$ cat config.mk
export PLATFORM = sky130hd
export DESIGN_NAME = fft_sequencer
export DESIGN_NICKNAME = d
export VERILOG_FILES = /design/src/rtl/fft_pkg.sv /design/src/rtl/fft_delay_line.sv /design/src/rtl/fft_sequencer.sv
export SDC_FILE = /design/constraint.sdc
export NUM_CORES = 1
export LEC_CHECK = 0
export CAP_MARGIN = 20
export CORE_MARGIN = 10
export CORE_UTILIZATION = 51
export CTS_BUF_LIST = sky130_fd_sc_hd__clkbuf_4
export CTS_CLUSTER_DIAMETER = 80
export DETAILED_ROUTE_END_ITERATION = 7
export PLACE_DENSITY = 0.79
export REMOVE_ABC_BUFFERS = 1
export SYNTH_ARGS = -nofsm -noshare
export SYNTH_HDL_FRONTEND = slang
export SYNTH_SLANG_ARGS = --single-unit
$ cat constraint.sdc
create_clock -name clk -period 2.86 [get_ports clk]
set_input_delay 0.572 -clock clk [delete_from_list [all_inputs] [get_ports clk]]
set_output_delay 0.572 -clock clk [all_outputs]
set_load 0.01 [all_outputs]
$ cat src/rtl/fft_pkg.sv
// Shared constants, FSM encoding and twiddle mapping
// for the 64-point radix-2 DIF FFT sequencer.
package fft_pkg;

   localparam int FFT_N        = 64;
   localparam int FFT_LOG2N    = 6;
   localparam int BF_PER_STAGE = 32;

   typedef enum logic [1:0] {
      IDLE,
      RUN,
      DRAIN,
      FLUSH_DONE
   } fft_state_e;

   // Low three bits drive the W0..W7 rotator, high two the W0/8/16/24 one
   function automatic logic [4:0] tw_to_bfpcontrol(input logic [4:0] k);
      return {k[2:0], k[4:3]};
   endfunction

endpackage

$ cat src/rtl/fft_delay_line.sv
// Fixed-depth shift register with async active-low clear.
// DEPTH=0 degenerates to a wire.
module fft_delay_line #(
   parameter int WIDTH = 1,
   parameter int DEPTH = 1
) (
   input  logic             clk_i,
   input  logic             rst_ni,
   input  logic [WIDTH-1:0] d_i,
   output logic [WIDTH-1:0] q_o
);

   generate
      if (DEPTH == 0) begin : g_pass
         assign q_o = d_i;
      end else begin : g_pipe
         logic [WIDTH-1:0] pipe_q [DEPTH];

         always_ff @(posedge clk_i or negedge rst_ni) begin
            if (!rst_ni) begin
               for (int i = 0; i < DEPTH; i++) pipe_q[i] <= '0;
            end else begin
               pipe_q[0] <= d_i;
               for (int i = 1; i < DEPTH; i++) pipe_q[i] <= pipe_q[i-1];
            end
         end

         assign q_o = pipe_q[DEPTH-1];
      end
   endgenerate

endmodule

$ cat src/rtl/fft_sequencer.sv
// Address, twiddle and write-back sequencer driving one
// butterfly through a full in-place 64-point DIF FFT.
module fft_sequencer
   import fft_pkg::*;
#(
   parameter int MEM_RD_LATENCY = 1,
   parameter int BF_LATENCY     = 3
) (
   input  logic       clk,
   input  logic       reset,
   input  logic       start,
   output logic       busy,
   output logic       done,
   output logic [2:0] stage,
   output logic       rd_en,
   output logic [5:0] rd_addr_a,
   output logic [5:0] rd_addr_b,
   output logic [4:0] bfpcontrol,
   output logic       wr_en,
   output logic [5:0] wr_addr_a,
   output logic [5:0] wr_addr_b
);

   localparam int         L          = MEM_RD_LATENCY + BF_LATENCY;
   localparam logic [7:0] DRAIN_LAST = 8'(L - 1);
   localparam logic [2:0] LAST_STAGE = 3'(FFT_LOG2N - 1);
   localparam logic [4:0] LAST_BF    = 5'(BF_PER_STAGE - 1);

   fft_state_e state_q, state_d;
   logic [2:0] stage_q, stage_d;
   logic [4:0] j_q, j_d;
   logic [7:0] dcnt_q, dcnt_d;

   always_comb begin
      state_d = state_q;
      stage_d = stage_q;
      j_d     = j_q;
      dcnt_d  = dcnt_q;
      unique case (state_q)
         IDLE: begin
            if (start) begin
               state_d = RUN;
               stage_d = '0;
               j_d     = '0;
            end
         end
         RUN: begin
            j_d = j_q + 5'd1;
            if (j_q == LAST_BF) begin
               state_d = DRAIN;
               dcnt_d  = '0;
            end
         end
         DRAIN: begin
            dcnt_d = dcnt_q + 8'd1;
            if (dcnt_q == DRAIN_LAST) begin
               if (stage_q == LAST_STAGE) begin
                  state_d = FLUSH_DONE;
               end else begin
                  state_d = RUN;
                  stage_d = stage_q + 3'd1;
                  j_d     = '0;
               end
            end
         end
         FLUSH_DONE: state_d = IDLE;
         default:    state_d = IDLE;
      endcase
   end

   always_ff @(posedge clk or negedge reset) begin
      if (!reset) begin
         state_q <= IDLE;
         stage_q <= '0;
         j_q     <= '0;
         dcnt_q  <= '0;
      end else begin
         state_q <= state_d;
         stage_q <= stage_d;
         j_q     <= j_d;
         dcnt_q  <= dcnt_d;
      end
   end

   logic       iss;
   logic [5:0] span, mask, jx, addr_a;
   logic [4:0] k, bfp_rd;

   // Address a is j with a zero bit inserted at the span position
   assign iss    = (state_q == RUN);
   assign span   = 6'(FFT_N / 2) >> stage_q;
   assign mask   = span - 6'd1;
   assign jx     = {1'b0, j_q};
   assign addr_a = ((jx & ~mask) << 1) | (jx & mask);
   assign k      = j_q << stage_q;
   assign bfp_rd = iss ? tw_to_bfpcontrol(k) : '0;

   assign rd_en     = iss;
   assign rd_addr_a = iss ? addr_a : '0;
   assign rd_addr_b = iss ? (addr_a | span) : '0;

   fft_delay_line #(
      .WIDTH (5),
      .DEPTH (MEM_RD_LATENCY)
   ) u_bfp_dly (
      .clk_i  (clk),
      .rst_ni (reset),
      .d_i    (bfp_rd),
      .q_o    (bfpcontrol)
   );

   logic [12:0] wr_bus;

   fft_delay_line #(
      .WIDTH (13),
      .DEPTH (L)
   ) u_wr_dly (
      .clk_i  (clk),
      .rst_ni (reset),
      .d_i    ({rd_en, rd_addr_a, rd_addr_b}),
      .q_o    (wr_bus)
   );

   assign {wr_en, wr_addr_a, wr_addr_b} = wr_bus;

   assign busy  = (state_q == RUN) || (state_q == DRAIN);
   assign done  = (state_q == FLUSH_DONE);
   assign stage = stage_q;

endmodule

**Word-level counts from Yosys, hierarchy flattened**

Cells that the tools add are included.

- Reductions and logical operators: 9
- Add/sub/neg operators: 4
- Eq/ne operators: 10
- Bitwise logic cells: 5
- Shift operators: 2
- Mux-type cells: 18
- Multipliers: 0
- Divide/modulo/power cells: 0
- Order comparisons: 0

Operator list:

| cell | count |
|---|---|
| $mux W5 | 4 |
| $pmux W8 S2 | 1 |
| $pmux W5 S3 | 1 |
| $mux W6 | 2 |
| $or A6 B6 Y6 | 2 |
| $mux W3 | 3 |
| $add A8 B1 Y8 const B | 1 |
| $eq A8 B2 Y1 const B | 1 |
| $mux W2 | 4 |
| $mux W8 | 1 |
| $pmux W2 S4 | 1 |
| $reduce_and A4 Y1 | 2 |
| $and A5 B6 Y6 | 1 |
| $ne A2 B2 Y1 const B | 3 |
| $pmux W3 S2 | 1 |
| $shr A6 B3 Y6 const A | 1 |
| $sub A6 B1 Y6 const B | 1 |
| $add A5 B1 Y5 const B | 1 |
| $and A5 B5 Y5 | 1 |
| $eq A5 B5 Y1 const B | 1 |
| $not A5 Y5 | 1 |
| $shl A5 B3 Y5 | 1 |
| $eq A2 B2 Y1 const B | 2 |
| $reduce_bool A2 Y1 | 2 |
| 9 further kinds | 9 |

- Memory bits (writable): 0
- Bits in registers: 75
- Memories kept: 0
- Input bits: 3
- Bits in latches: 0
- Word-level logic and storage cells: 57
- Bits in read-only memories: 0

**Longest topological paths before layout**

Gate-level depths: netlist (run 1).

- Word-level depth: 7
- Depth in mapped cells: 10

**By module**

A second synthesis (run 1) with hierarchy kept.

- Cell total of the unflattened synthesis: 245
- Area total of the unflattened synthesis: 3054.2 um^2

Modules (own cells, without submodules):

| module | cells each | area an instance (um^2) | times used |
|---|---|---|---|
| fft_sequencer | 175 | 1530.2 | 1 |
| fft_delay_line at u_wr_dly | 65 | 1398.8 | 1 |
| fft_delay_line at u_bfp_dly | 5 | 125.1 | 1 |

**Least setup slack after synthesis (run 1)**

Ideal clock, no wire load.

- Path kind: register to output
- Start: register stage_q[1], in the netlist stage[1]
- End: output port rd_addr_b[5]
- Cell stages (with the launch flop): 11
- Arrival: 2.617 ns
- Buffers on the path: 2
- Required time: 2.288 ns
- Setup slack: -0.329 ns
- Cell sequence: dfrtp_1 > clkbuf_1 > inv_1 > ha_1 > clkbuf_1 > nand2_1 > ha_1 > or3b_2 > a32oi_1 > nor2b_1 > a21o_1

- Cells in the longest elaborated chain, start to end: 7

Ends and longest elaborated chain:

| element | RTL line | text |
|---|---|---|
| from (decl) | fft_sequencer.sv:30 | `logic [2:0] stage_q, stage_d;` |
| from (signal assigned) | fft_sequencer.sv:79 | `stage_q <= stage_d;` |
| $shr A6 B3 Y6 * | fft_sequencer.sv:91 | `assign span = 6'(FFT_N / 2) >> stage_q;` |
| $sub A6 B1 Y6 | fft_sequencer.sv:92 | `assign mask = span - 6'd1;` |
| $not A5 Y5 | fft_sequencer.sv:94 | `assign addr_a = ((jx & ~mask) << 1) \| (jx & mask);` |
| $and A5 B5 Y5 | fft_sequencer.sv:94 |  |
| $or A6 B6 Y6 | fft_sequencer.sv:94 |  |
| $or A6 B6 Y6 * | fft_sequencer.sv:100 | `assign rd_addr_b = iss ? (addr_a \| span) : '0;` |
| $mux W6 * | fft_sequencer.sv:100 |  |
| to (decl) | fft_sequencer.sv:17 | `output logic [5:0] rd_addr_b,` |

Mark *: on every way between the ends. The rest lies on a longest branch, timed or not.

**Worst setup path after layout (run 1)**

Ends and elaborated chain as after synthesis.

==> results of run 1 <==
-- logic make-up after synthesis --
family	count (synthesis)
buf+inv	31
fa+ha+maj	13
flops	75
compound gates	45
simple gates	68
mux	6
xor+xnor	8
-- final timing paths --
path | cells past startpoint | from | slack, ns | endpoint
max | 9 | stage[1] | -0.23 | rd_addr_b[5]
min | 0 | u_wr_dly.g_pipe.pipe_q[26] | 0.35 | u_wr_dly.g_pipe.pipe_q[13]
max reg2reg | 9 | stage[1] | 0.70 | u_wr_dly.g_pipe.pipe_q[44]
min reg2reg | 0 | u_wr_dly.g_pipe.pipe_q[26] | 0.35 | u_wr_dly.g_pipe.pipe_q[13]
max in group asynchronous | 2 | reset | 1.89 | stage[0]
min in group asynchronous | 2 | reset | 0.36 | u_wr_dly.g_pipe.pipe_q[25]
-- layout make-up --
cell class | instances | area, µm² | area share [%]
Clock inverter | 6 | 66.3 | 1.71
Sequential cell | 75 | 1880 | 48.5
Clock buffer | 9 | 67.6 | 1.74
Timing Repair Buffer | 70 | 604 | 15.6
Tap cell | 72 | 90.1 | 2.32
Multi-Input combinational cell | 140 | 1130 | 29.2
Inverter | 10 | 37.5 | 0.969
-- layer usage --
layer  up-vias  routed length (µm)  part of all wire [%]
li1        959                   -                     -
met1      1021                2450                    38
met2        54                3330                    52
met3        13                 460                   7.2
met4         0                 140                   2.2
met5         -                   0                     0
-- sequential cells by signal (all words and copies together), names as in the netlist --
name                    flops
u_bfp_dly.q_o               5
u_wr_dly.q_o               13
dcnt_q                      8
u_wr_dly.g_pipe.pipe_q     39
state_q                     2
j_q                         5
stage                       3
-- power by group --
part | internal [W] | switching, W | total (W) | leakage (nW)
clock | 0.000265 | 0.000366 | 0.000631 | 0.0761
combinational | 0.00000276 | 0.0000196 | 0.0000223 | 0.799
sequential | 0.00106 | 0 | 0.00106 | 0.906
-- per-stage QoR --
stage	power, W	cells	hold slack, ns	setup TNS, ns
floorplan	0.00108	225	0.276	-0.128
global placement	0.00110	355	0.331	-0.288
detailed placement	0.00110	355	0.335	-0.680
CTS	0.00174	379	0.355	-0.358
global route	0.00179	382	0.361	-1.15
finish	0.00171	382	0.351	-0.565
-- cell usage in the layout, fill, tap and decap left out, drive strengths merged, types with 5 or more instances in the layout --
master         synthesis  final
clkbuf                 7     10
buf                   14     41
dfrtp                 75     75
o21ai                 13     13
nor2                  16     16
xor2                   5      5
clkdlybuf4s50          0     26
ha                    13     13
nand2                 18     18
inv                   10     11
nand3                  6      6
-- Yosys cell counts, types with 3 or more instances --
master / count / area (µm²)
ha_1: 13 / 163
a21oi_1: 4 / 20.0
xnor2_1: 3 / 26.3
nor2b_1: 4 / 25.0
mux2i_1: 3 / 30.0
nand2_1: 18 / 67.6
o21ai_0: 13 / 65.1
nor2_1: 16 / 60.1
a21o_1: 4 / 30.0
nand2b_1: 4 / 25.0
buf_4: 12 / 90.1
dfrtp_1: 75 / 1880
nand3_1: 6 / 30.0
nor3_1: 3 / 15.0
a211oi_1: 3 / 22.5
inv_1: 10 / 37.5
and3_1: 3 / 18.8
o22ai_1: 3 / 18.8
xor2_1: 5 / 43.8
clkbuf_1: 7 / 26.3
nand4_1: 4 / 25.0
-- worst max-delay path, delay by kind of cell, from the launching register on --
kind	cells	cell delay, ns
adders and majority gates	2	0.35
DFF	1	0.44
AOI/OAI and AO/OA	2	0.37
buffers and inverters	3	0.36
and+or+nand+nor	2	0.59
-- timing repair --
action	4_1_cts	5_1_grt
gates resized for setup	60	15
pin swaps	10	8
cloned	0	0
hold buffers	0	0
setup buffers	9	3
setup endpoints to repair	10	11
==> summary.md, run 1 <==
| Metric | Value |
|---|---|
| CP arrival | ~2.5 ns |
| Pleak | around 1.8 nW |
| Total GRT Usage | 13.6% |
| Area Overhead vs Synth | 28.1% |
| Crit end category | output pin |
| Compound-gate portion of the synthesized area | slightly above 10% |
| Final GP Congestion | 0.846 |
| TritonCTS clock tree | built |
| # fillers | between 300 and 400 |
| Endpoints failing setup | 5 |
| Initial antenna violation count | 0 |
| Avg Inst Size Synth | 12.3 µm² |
| Vias in the first global route | around 2100 |
| Mapped Cells | between 200 and 250 |
| I/O pin total | 39 |
| Via count | between 2000 and 2500 |
| Crit Path Category | reg -> out |
| Final worst-path setup slack | -0.234 ns |
| Die ar. | between 9000 and 10000 µm² |
| Fmax | 0.323 GHz |
| Post-synthesis simple-gate area fraction | about an eighth |
| GR peak layer | met2 |
| Antenna Nets Post-Route | 0 |
| Max Clock Skew | around 0.017 ns |
| PD cells | approximately 440 nW/µm² |
| Layout cell share with drive strength beyond 1 | between 20% and 30% |
| Core Rows | 27 |
| 1st-pass router iterations | 4 |
| Synth Warn # | 0 |
| Max-Cap Viols | 0 |
| Slew @ Worst Pin | roughly 0.90 ns |
| First-pass GRT wire length | ~10000 µm |
| Post-DP HPWL | around 4200 µm |
| Synth Area in Adders | roughly 5.4% |
| Critical Path Fanout Max | 3 |
| DR WL/cell | approximately 17 µm |
| Primary FF master, synth | dfrtp_1 |
| Nets | ~320 |
| Most used cell, CP | buf_6 |
| Final instance area | 3870 µm² |
| Drt first-iter violations | 167 |
| Initial Util | 53.6% |
| I/O Buffers | 38 |
| H-tree lvl count | 3 |
| Antenna Cells | 0 |
| Max incr delay on CP | between 0.4 and 0.5 ns |
| Library cells used by synthesis | 48 |
| WP data required | roughly 2.3 ns |
| Fin crit period | between 3 and 4 ns |
| Max stage delay cell, worst path | dfrtp_1 |
| Final Max Slew Viols | 0 |
| Core Area | between 5000 and 6000 µm² |
| Largest family of logic cells by synthesized area | simple AND/OR/NAND/NOR gates |
| Final Hold Fails | 0 |
| Post-synthesis mux area share | under 10% |
| CTS Buf Count | 9 |
| Ys async rst share | between 90% and 100% |
| GRT Residual Overflow | 0 |
| Max VDD drop | around 0.00028 V |
| FF+latch count, synth | 75 |
| Largest net degree at the start of global routing | 76 |
| Violated checks | negative setup slack |
| Vias per inst | about 5.4 |
| RSZ-0062 raised after global routing | yes |
| Run status | complete, but fails checks |
| DRC violations left | 0 |
| Rel. slew slack | about 40% |
| Die H | between 90 and 100 µm |
| CP Cell Sequence | buf_6 > ha_2 > ha_4 > or3b_4 > a32oi_2 > nor2b_4 > buf_4 > a21o_1 > buf_6 |
| Pre-CTS setup slack | -0.224 ns |
| Met3 Usage GRT | under 10% |
| Clk buf depth | 2 |
| Final wirelength | 6380 µm |
| Clock Sink Count | 75 |
| Post-synth EDFFs | 0 |
| Post-Synth XOR/XNOR Area | 2.32% |
| Post-synthesis sequential area ratio | slightly above 60% |
| Placed cell areas | 3510 µm² |
| Final period utilization | 108% |
| Hold WC Path Type | reg -> reg |
| Root Buffer | clkbuf_4 |
| Worst Setup Start Kind | flop |
| Mapped cell area | ~3000 µm² |
| Met1 Use GR | between 10% and 20% |
| Chip width | between 90 and 100 µm |
| Worst-skew pair later-pin latency | between 0.4 and 0.5 ns |
| Clock transition at the registers of the reported paths | 0.13 ns |
| Met2 Resource Use GR | 22.6% |
| Final core occ | 68.7% |
(Power assumes the default switching activity.)
==> run 2: changes to the inputs <==
Settings changed: SYNTH_HIERARCHICAL set to 1.
==> run 2 against run 1 <==
The flow still finishes with violations (negative setup slack). Sequential power increased by 30%. Flip-flop and latch count did not move. Sequential share of layout area decreased by 0.51 points. Register-to-register slack got worse by 0.04 ns. Maximum frequency increased by 4.1%. Die area up 0.79%. Setup slack better by 0.12 ns. Wire length decreased by 2.8%. Critical path depth grew 1. Critical endpoint is now rd_addr_b[4].
==> summary.md, run 2 <==
| Metric | Value |
|---|---|
| Run status | complete, but fails checks (unchanged) |
| Violated checks | negative setup slack (unchanged) |
| # hold bufs at CTS | 0 (unchanged) |
| Max reg flops | 39 (unchanged) |
| Final Hold Fails | 0 (unchanged) |
| Final wirelength | 6200 µm (was 6380 µm) |
| Post-synth top cells | dfrtp_1, nand2_1, nor2_1, buf_4, ha_1 (was dfrtp_1, nand2_1, nor2_1, ha_1, o21ai_0) |
| H-tree lvl count | 3 (unchanged) |
| Comb power frac | 32.7% (was 1.3%) |
| Critical Path Fanout Max | 5 (was 3) |
| Post-synthesis sequential area ratio | 61.5% (was 62.1%) |
| Switch Pwr | 0.00102 W (was 0.000386 W) |
| Library cells used by synthesis | 52 (was 48) |
| Endpoints failing setup | 6 (was 5) |
| RSZ-0062 raised after global routing | yes (unchanged) |
| Top-area cell type share of the netlist area | 61.5% (was 62.1%) |
| Die ar. | 9480 µm² (was 9410 µm²) |
| I/O Buffers | 38 (unchanged) |
| Vias per inst | 5.36 (about the same) |
| I/O pin total | 39 (unchanged) |
| Final GP Congestion | 0.824 (was 0.846) |
| Layout cell share with drive strength beyond 1 | 28.9% (was 28.7%) |
| Drt first-iter violations | 160 (was 167) |
| Post-DP HPWL | 4280 µm (was 4160 µm) |
| Max VDD drop | 0.000590 V (was 0.000283 V) |
| PD cells | 791 nW/µm² (was 442 nW/µm²) |
| Root Buffer | clkbuf_4 (unchanged) |
| Placed Cells | 362 (was 355) |
| Mapped Cells | 245 (was 246) |
| Most frequent cells in the layout | dfrtp_1, buf_4, clkdlybuf4s50_1, nand2_1, nor2_1 (unchanged) |
| Sequential share of power | 44.6% (was 61.9%) |
| Initial Util | 52.2% (was 53.6%) |
| Switch share | 32.9% (was 22.5%) |
| Hold WC Path Type | in -> async (was reg -> reg) |
| Nets | 320 (was 322) |
| CP arrival | 2.40 ns (was 2.52 ns) |
| Initial antenna violation count | 0 (unchanged) |
| Largest Register | u_wr_dly/g_pipe.pipe_q (was u_wr_dly.g_pipe.pipe_q) |
| CTS Buf Count | 9 (unchanged) |
| Area Overhead vs Synth | 28.3% (was 28.1%) |
| Worst-skew pair later-pin latency | 0.41 ns (was 0.42 ns) |
| DR WL/cell | 16.2 µm (was 16.7 µm) |
| Clock transition at the registers of the reported paths | 0.11 ns (was 0.13 ns) |
| Worst Setup Start Kind | flop (unchanged) |
| Total internal power | 0.00208 W (was 0.00133 W) |
| DRC violations left | 0 (unchanged) |
| Core Area | 5850 µm² (was 5640 µm²) |
| Clock Sink Count | 75 (unchanged) |
| Fin crit period | 2.97 ns (was 3.09 ns) |
| TritonCTS clock tree | built (unchanged) |
| Primary FF master, synth | dfrtp_1 (unchanged) |
| Most common cell after layout, fill and taps aside | dfrtp_1 (unchanged) |
| Pwr Total | 0.00310 W (was 0.00171 W) |
| Post-route insts no fill | 383 (was 382) |
| WP data required | 2.29 ns (about the same) |
| Antenna Cells | 0 (unchanged) |
| First-pass GRT wire length | 10200 µm (was 10300 µm) |
| Max-Cap Viols | 0 (unchanged) |
| Rel. slew slack | 68.2% (was 39.8%) |
| Crit end category | output pin (unchanged) |
| Via count | 2054 (was 2047) |
| Top post-synthesis cells by area | dfrtp_1, ha_1, buf_4 (unchanged) |
| Largest net degree at the start of global routing | 32 (was 76) |
| Clk buf depth | 2 (unchanged) |
| Pleak | 1.89 nW (was 1.78 nW) |
| Top cell type by total area after synthesis | dfrtp_1 (unchanged) |
| Synth Warn # | 6 (was 0) |
| Chip width | 97.4 µm (was 97.0 µm) |
| 1st-pass router iterations | 4 (unchanged) |
| Pre-CTS setup slack | -0.286 ns (was -0.224 ns) |
| FF+latch count, synth | 75 (unchanged) |
| Mapped cell area | 3050 µm² (was 3020 µm²) |
| Max Clock Skew | 0.0147 ns (was 0.0167 ns) |
| Die H | 97.4 µm (was 97.0 µm) |
| Crit Path Category | reg -> out (unchanged) |
| Final hold slack | 0.0588 ns (was 0.351 ns) |
| Antenna Nets Post-Route | 0 (unchanged) |
| Avg Inst Size Synth | 12.5 µm² (was 12.3 µm²) |
| Ys async rst share | 100% (unchanged) |
| Core Rows | 28 (was 27) |
| Count leader, synth | dfrtp_1 (unchanged) |
| Final worst-path setup slack | -0.112 ns (was -0.234 ns) |
| Total GRT Usage | 13.1% (was 13.6%) |
| GRT Residual Overflow | 0 (unchanged) |
| Clock share of power | 22.7% (was 36.8%) |
| Fmax | 0.336 GHz (was 0.323 GHz) |
| Final period utilization | 104% (was 108%) |
| Slew @ Worst Pin | 0.477 ns (was 0.902 ns) |
| Post-synth EDFFs | 0 (unchanged) |
| Final Max Slew Viols | 0 (unchanged) |
| Vias in the first global route | 2095 (was 2062) |
## run 2: path summary, 6_finish.rpt
check | slack, ns | startpoint | cells after the start | to
max in group asynchronous | 2.12 | reset | 2 | stage[1]
worst max-delay path | -0.11 | stage[0] | 10 | rd_addr_b[4]
worst max register to register | 0.66 | j_q[0] | 7 | dcnt_q[5]
worst min register to register | 0.35 | u_wr_dly/g_pipe.pipe_q[45] | 0 | u_wr_dly/g_pipe.pipe_q[32]
worst min-delay path | 0.06 | reset | 1 | u_wr_dly/q_o[7]
min in group clk | 0.35 | u_wr_dly/g_pipe.pipe_q[45] | 0 | u_wr_dly/g_pipe.pipe_q[32]
## run 2: layout make-up
class                   instances  area [µm²]
well taps                      75        93.8
repair buffers                 69         602
inverters                      10        40.0
multi-input cells             139        1150
clock inverters                 5        78.8
flip-flops and latches         75        1880
clock buffers                  10        75.1
fillers                       412        1930
## run 2: repair_timing
action,4_1_cts,5_1_grt
resized for setup,63,7
setup buffers,6,0
pin swaps,8,1
setup endpoints to repair,12,9
## run 2: per-stage QoR
stage	cell area (µm²)	utilization (%)	TNS, ns
3_3_place_gp	3570	61.0	-0.653
5_1_grt	3920	67.0	-1.14
2_1_floorplan	2910	-	-0.172
3_5_place_dp	3570	61.0	-0.952
4_1_cts	3890	66.4	-0.299
6_report	3920	67.0	-0.391
## run 2: worst max-delay path, stage by stage, from the launching register on
cell	delay, ns
dfrtp_2	0.48
inv_4	0.07
ha_4	0.17
nand2_4	0.07
ha_4	0.12
or3b_4	0.37
a32oi_2	0.21
buf_4	0.15
o22ai_2	0.05
a21o_1	0.18
buf_6	0.12
## run 2: kinds of logic (layout without fill, tap and decap cells)
family	after synthesis	count (layout)	synth area share, %
and+or+nand+nor	69	69	12.5
AOI/OAI and AO/OA	44	44	10.4
DFF	75	75	61.5
buffers and inverters	31	94	5.82
xor gates and xnor gates	8	8	2.29
muxes	5	5	2.13
adders and majority gates	13	13	5.33
## run 2: per-layer routing
layer  part of all wire [%]  GRT usage [%]  vias up
met5                      0              0        -
met3                    4.9           4.13       11
li1                       -              -      958
met2                     51           21.8       43
met4                    2.0           5.93        0
met1                     42           15.1     1042
## run 2: power by group through the flow
stage	Clock [W]	Sequential (W)	Combinational, W
after global placement	0	0.00137	0.000932
after global routing	0.000766	0.00141	0.00111
after CTS	0.000717	0.00138	0.00100
after floorplan	0	0.00138	0.000510
after detailed placement	0	0.00139	0.000949
final	0.000703	0.00138	0.00101
==> run 3: changes to the inputs <==
Settings changed: RECOVER_POWER set to 25, SKIP_CTS_REPAIR_TIMING set to 1.
==> run 3 against run 2 <==
Power down 0.75%. Combinational power is essentially flat. Sequential share of layout area grew 0.35 points. Non-clock buffer count is 1 higher. Flip-flop and latch count did not move. Largest cell class unchanged. Via count is 0.63% higher. Clock-buffer cell count did not move. Design area decreased by 0.80%. The flow still finishes with violations (negative setup slack).
==> summary.md, run 3 (synthesized netlist as in run 2, its figures left out) <==
| Metric | Value |
|---|---|
| Chip width | 97.4 µm (unchanged) |
| Max stage delay cell, worst path | dfrtp_1 (was dfrtp_2) |
| Via count | 2067 (was 2054) |
| Comb power frac | 32.4% (was 32.7%) |
| Die H | 97.4 µm (unchanged) |
| Clk buf depth | 2 (unchanged) |
| Top delay family on crit path | simple AND/OR/NAND/NOR gates (was flip-flops) |
| Core Rows | 28 (unchanged) |
| Final period utilization | 106% (was 104%) |
| Initial Util | 52.2% (unchanged) |
| Final worst-path setup slack | -0.180 ns (was -0.112 ns) |
| Violated checks | negative setup slack (unchanged) |
| Vias in the first global route | 2014 (was 2095) |
| Pwr Total | 0.00308 W (was 0.00310 W) |
| First-pass GRT wire length | 9560 µm (was 10200 µm) |
| Max-Cap Viols | 0 (unchanged) |
| CTS Buf Count | 9 (unchanged) |
| Max VDD drop | 0.000548 V (was 0.000590 V) |
| Worst Setup Start Kind | flop (unchanged) |
| Final Hold Fails | 0 (unchanged) |
| Antenna Nets Post-Route | 0 (unchanged) |
| Placed Cells | 362 (unchanged) |
| Placed cell areas | 3570 µm² (unchanged) |
| Slew @ Worst Pin | 0.818 ns (was 0.477 ns) |
| TritonCTS clock tree | built (unchanged) |
| I/O Buffers | 38 (unchanged) |
| Root Buffer | clkbuf_4 (unchanged) |
| Fmax | 0.329 GHz (was 0.336 GHz) |
| Endpoints failing setup | 8 (was 6) |
| Max Clock Skew | 0.0129 ns (was 0.0147 ns) |
| Layout cell share with drive strength beyond 1 | 28.2% (was 28.9%) |
| CP Cell Sequence | buf_4 > ha_2 > ha_2 > or3b_4 > a32oi_2 > nor2b_4 > buf_4 > a21o_1 > buf_2 (was inv_4 > ha_4 > nand2_4 > ha_4 > or3b_4 > a32oi_2 > buf_4 > o22ai_2 > a21o_1 > buf_6) |
| Initial antenna violation count | 0 (unchanged) |
| DR WL/cell | 16.1 µm (was 16.2 µm) |
| Max incr delay on CP | 0.40 ns (was 0.48 ns) |
| Final wirelength | 6180 µm (was 6200 µm) |
| Sequential share of power | 44.9% (was 44.6%) |
| 1st-pass router iterations | 6 (was 4) |
| Hold WC Path Type | in -> async (unchanged) |
| PD cells | 791 nW/µm² (about the same) |
| Largest Register | u_wr_dly/g_pipe.pipe_q (unchanged) |
| Most common cell after layout, fill and taps aside | dfrtp_1 (unchanged) |
| Max reg flops | 39 (unchanged) |
| Crit path buf inv count | 3 (unchanged) |
| GRT Residual Overflow | 0 (unchanged) |
| Die ar. | 9480 µm² (unchanged) |
| Fin crit period | 3.04 ns (was 2.97 ns) |
| Core Area | 5850 µm² (unchanged) |
| DRC violations left | 0 (unchanged) |
| Clock Sink Count | 75 (unchanged) |
| Total internal power | 0.00207 W (was 0.00208 W) |
| CP arrival | 2.47 ns (was 2.40 ns) |
| Nets | 321 (was 320) |
| Worst-skew pair later-pin latency | 0.41 ns (about the same) |
| # fillers | 421 (was 412) |
| Final GP Congestion | 0.824 (unchanged) |
| Post-DP HPWL | 4280 µm (unchanged) |
| Reg-to-reg slack, setup | 0.66 ns (about the same) |
| Multi-input gate area | 1120 µm² (was 1150 µm²) |
| Pleak | 1.90 nW (was 1.89 nW) |
| Rel. slew slack | 45.5% (was 68.2%) |
| Switch share | 32.7% (was 32.9%) |
| Area Overhead vs Synth | 27.3% (was 28.3%) |
| Vias per inst | 5.38 (was 5.36) |
| Pre-CTS setup slack | -0.286 ns (unchanged) |
| Register area | 1880 µm² (about the same) |
| Clock transition at the registers of the reported paths | 0.11 ns (about the same) |
| Antenna Cells | 0 (unchanged) |
| Critical Path Fanout Max | 3 (was 5) |
| Crit end category | output pin (unchanged) |
| Crit Path Category | reg -> out (unchanged) |
| Drt first-iter violations | 122 (was 160) |
| RSZ-0062 raised after global routing | yes (unchanged) |
| Largest net degree at the start of global routing | 32 (unchanged) |
| Final core occ | 66.4% (was 67.0%) |
| Final Max Slew Viols | 0 (unchanged) |
| I/O pin total | 39 (unchanged) |
| Clock share of power | 22.8% (was 22.7%) |
| H-tree lvl count | 3 (unchanged) |
| Post-route insts no fill | 384 (was 383) |
| Final instance area | 3890 µm² (was 3920 µm²) |
| Run status | complete, but fails checks (unchanged) |
| WP data required | 2.29 ns (about the same) |
| Most frequent cells in the layout | dfrtp_1, buf_4, clkdlybuf4s50_1, nand2_1, nor2_1 (unchanged) |
| Total GRT Usage | 12.2% (was 13.1%) |
| Switch Pwr | 0.00101 W (was 0.00102 W) |
## run 3: per-layer routing
layer | global-route usage, % | routed length [µm] | vias to the layer above
met4 | 5.82 | 138 | 0
met5 | 0 | 0 | -
li1 | - | - | 957
met3 | 4.20 | 315 | 15
met2 | 20.0 | 3180 | 52
met1 | 13.9 | 2540 | 1043
## run 3: area by class of cell
type / count / area share (%)
Clock buffer: 10 / 1.93
Clock inverter: 5 / 2.03
Inverter: 10 / 0.966
Multi-Input combinational cell: 139 / 28.7
Sequential cell: 75 / 48.3
Tap cell: 75 / 2.41
Timing Repair Buffer: 70 / 15.6
## run 3: per-stage QoR
stage	hold WS [ns]	TNS, ns
after CTS	0.0395	-5.01
after detailed placement	0.335	-0.952
after global routing	0.257	-1.45
after floorplan	0.276	-0.172
final	0.220	-0.855
after global placement	0.332	-0.653
## run 3: final timing paths
path | start | end | cells past startpoint
worst min register to register | u_wr_dly/g_pipe.pipe_q[34] | u_wr_dly/g_pipe.pipe_q[21] | 0
min in group clk | u_wr_dly/g_pipe.pipe_q[34] | u_wr_dly/g_pipe.pipe_q[21] | 0
max in group asynchronous | reset | stage[0] | 2
worst max register to register | j_q[0] | dcnt_q[5] | 7
worst max-delay path | stage[1] | rd_addr_b[5] | 9
worst min-delay path | reset | u_wr_dly/g_pipe.pipe_q[13] | 1
## run 3: power groups by stage
stage | clock network, W | logic (W) | registers [W]
final | 0.000701 | 0.000996 | 0.00138
after global routing | 0.000763 | 0.00109 | 0.00141
after CTS | 0.000717 | 0.000955 | 0.00137
after detailed placement | 0 | 0.000949 | 0.00139
after global placement | 0 | 0.000932 | 0.00137
after floorplan | 0 | 0.000510 | 0.00138
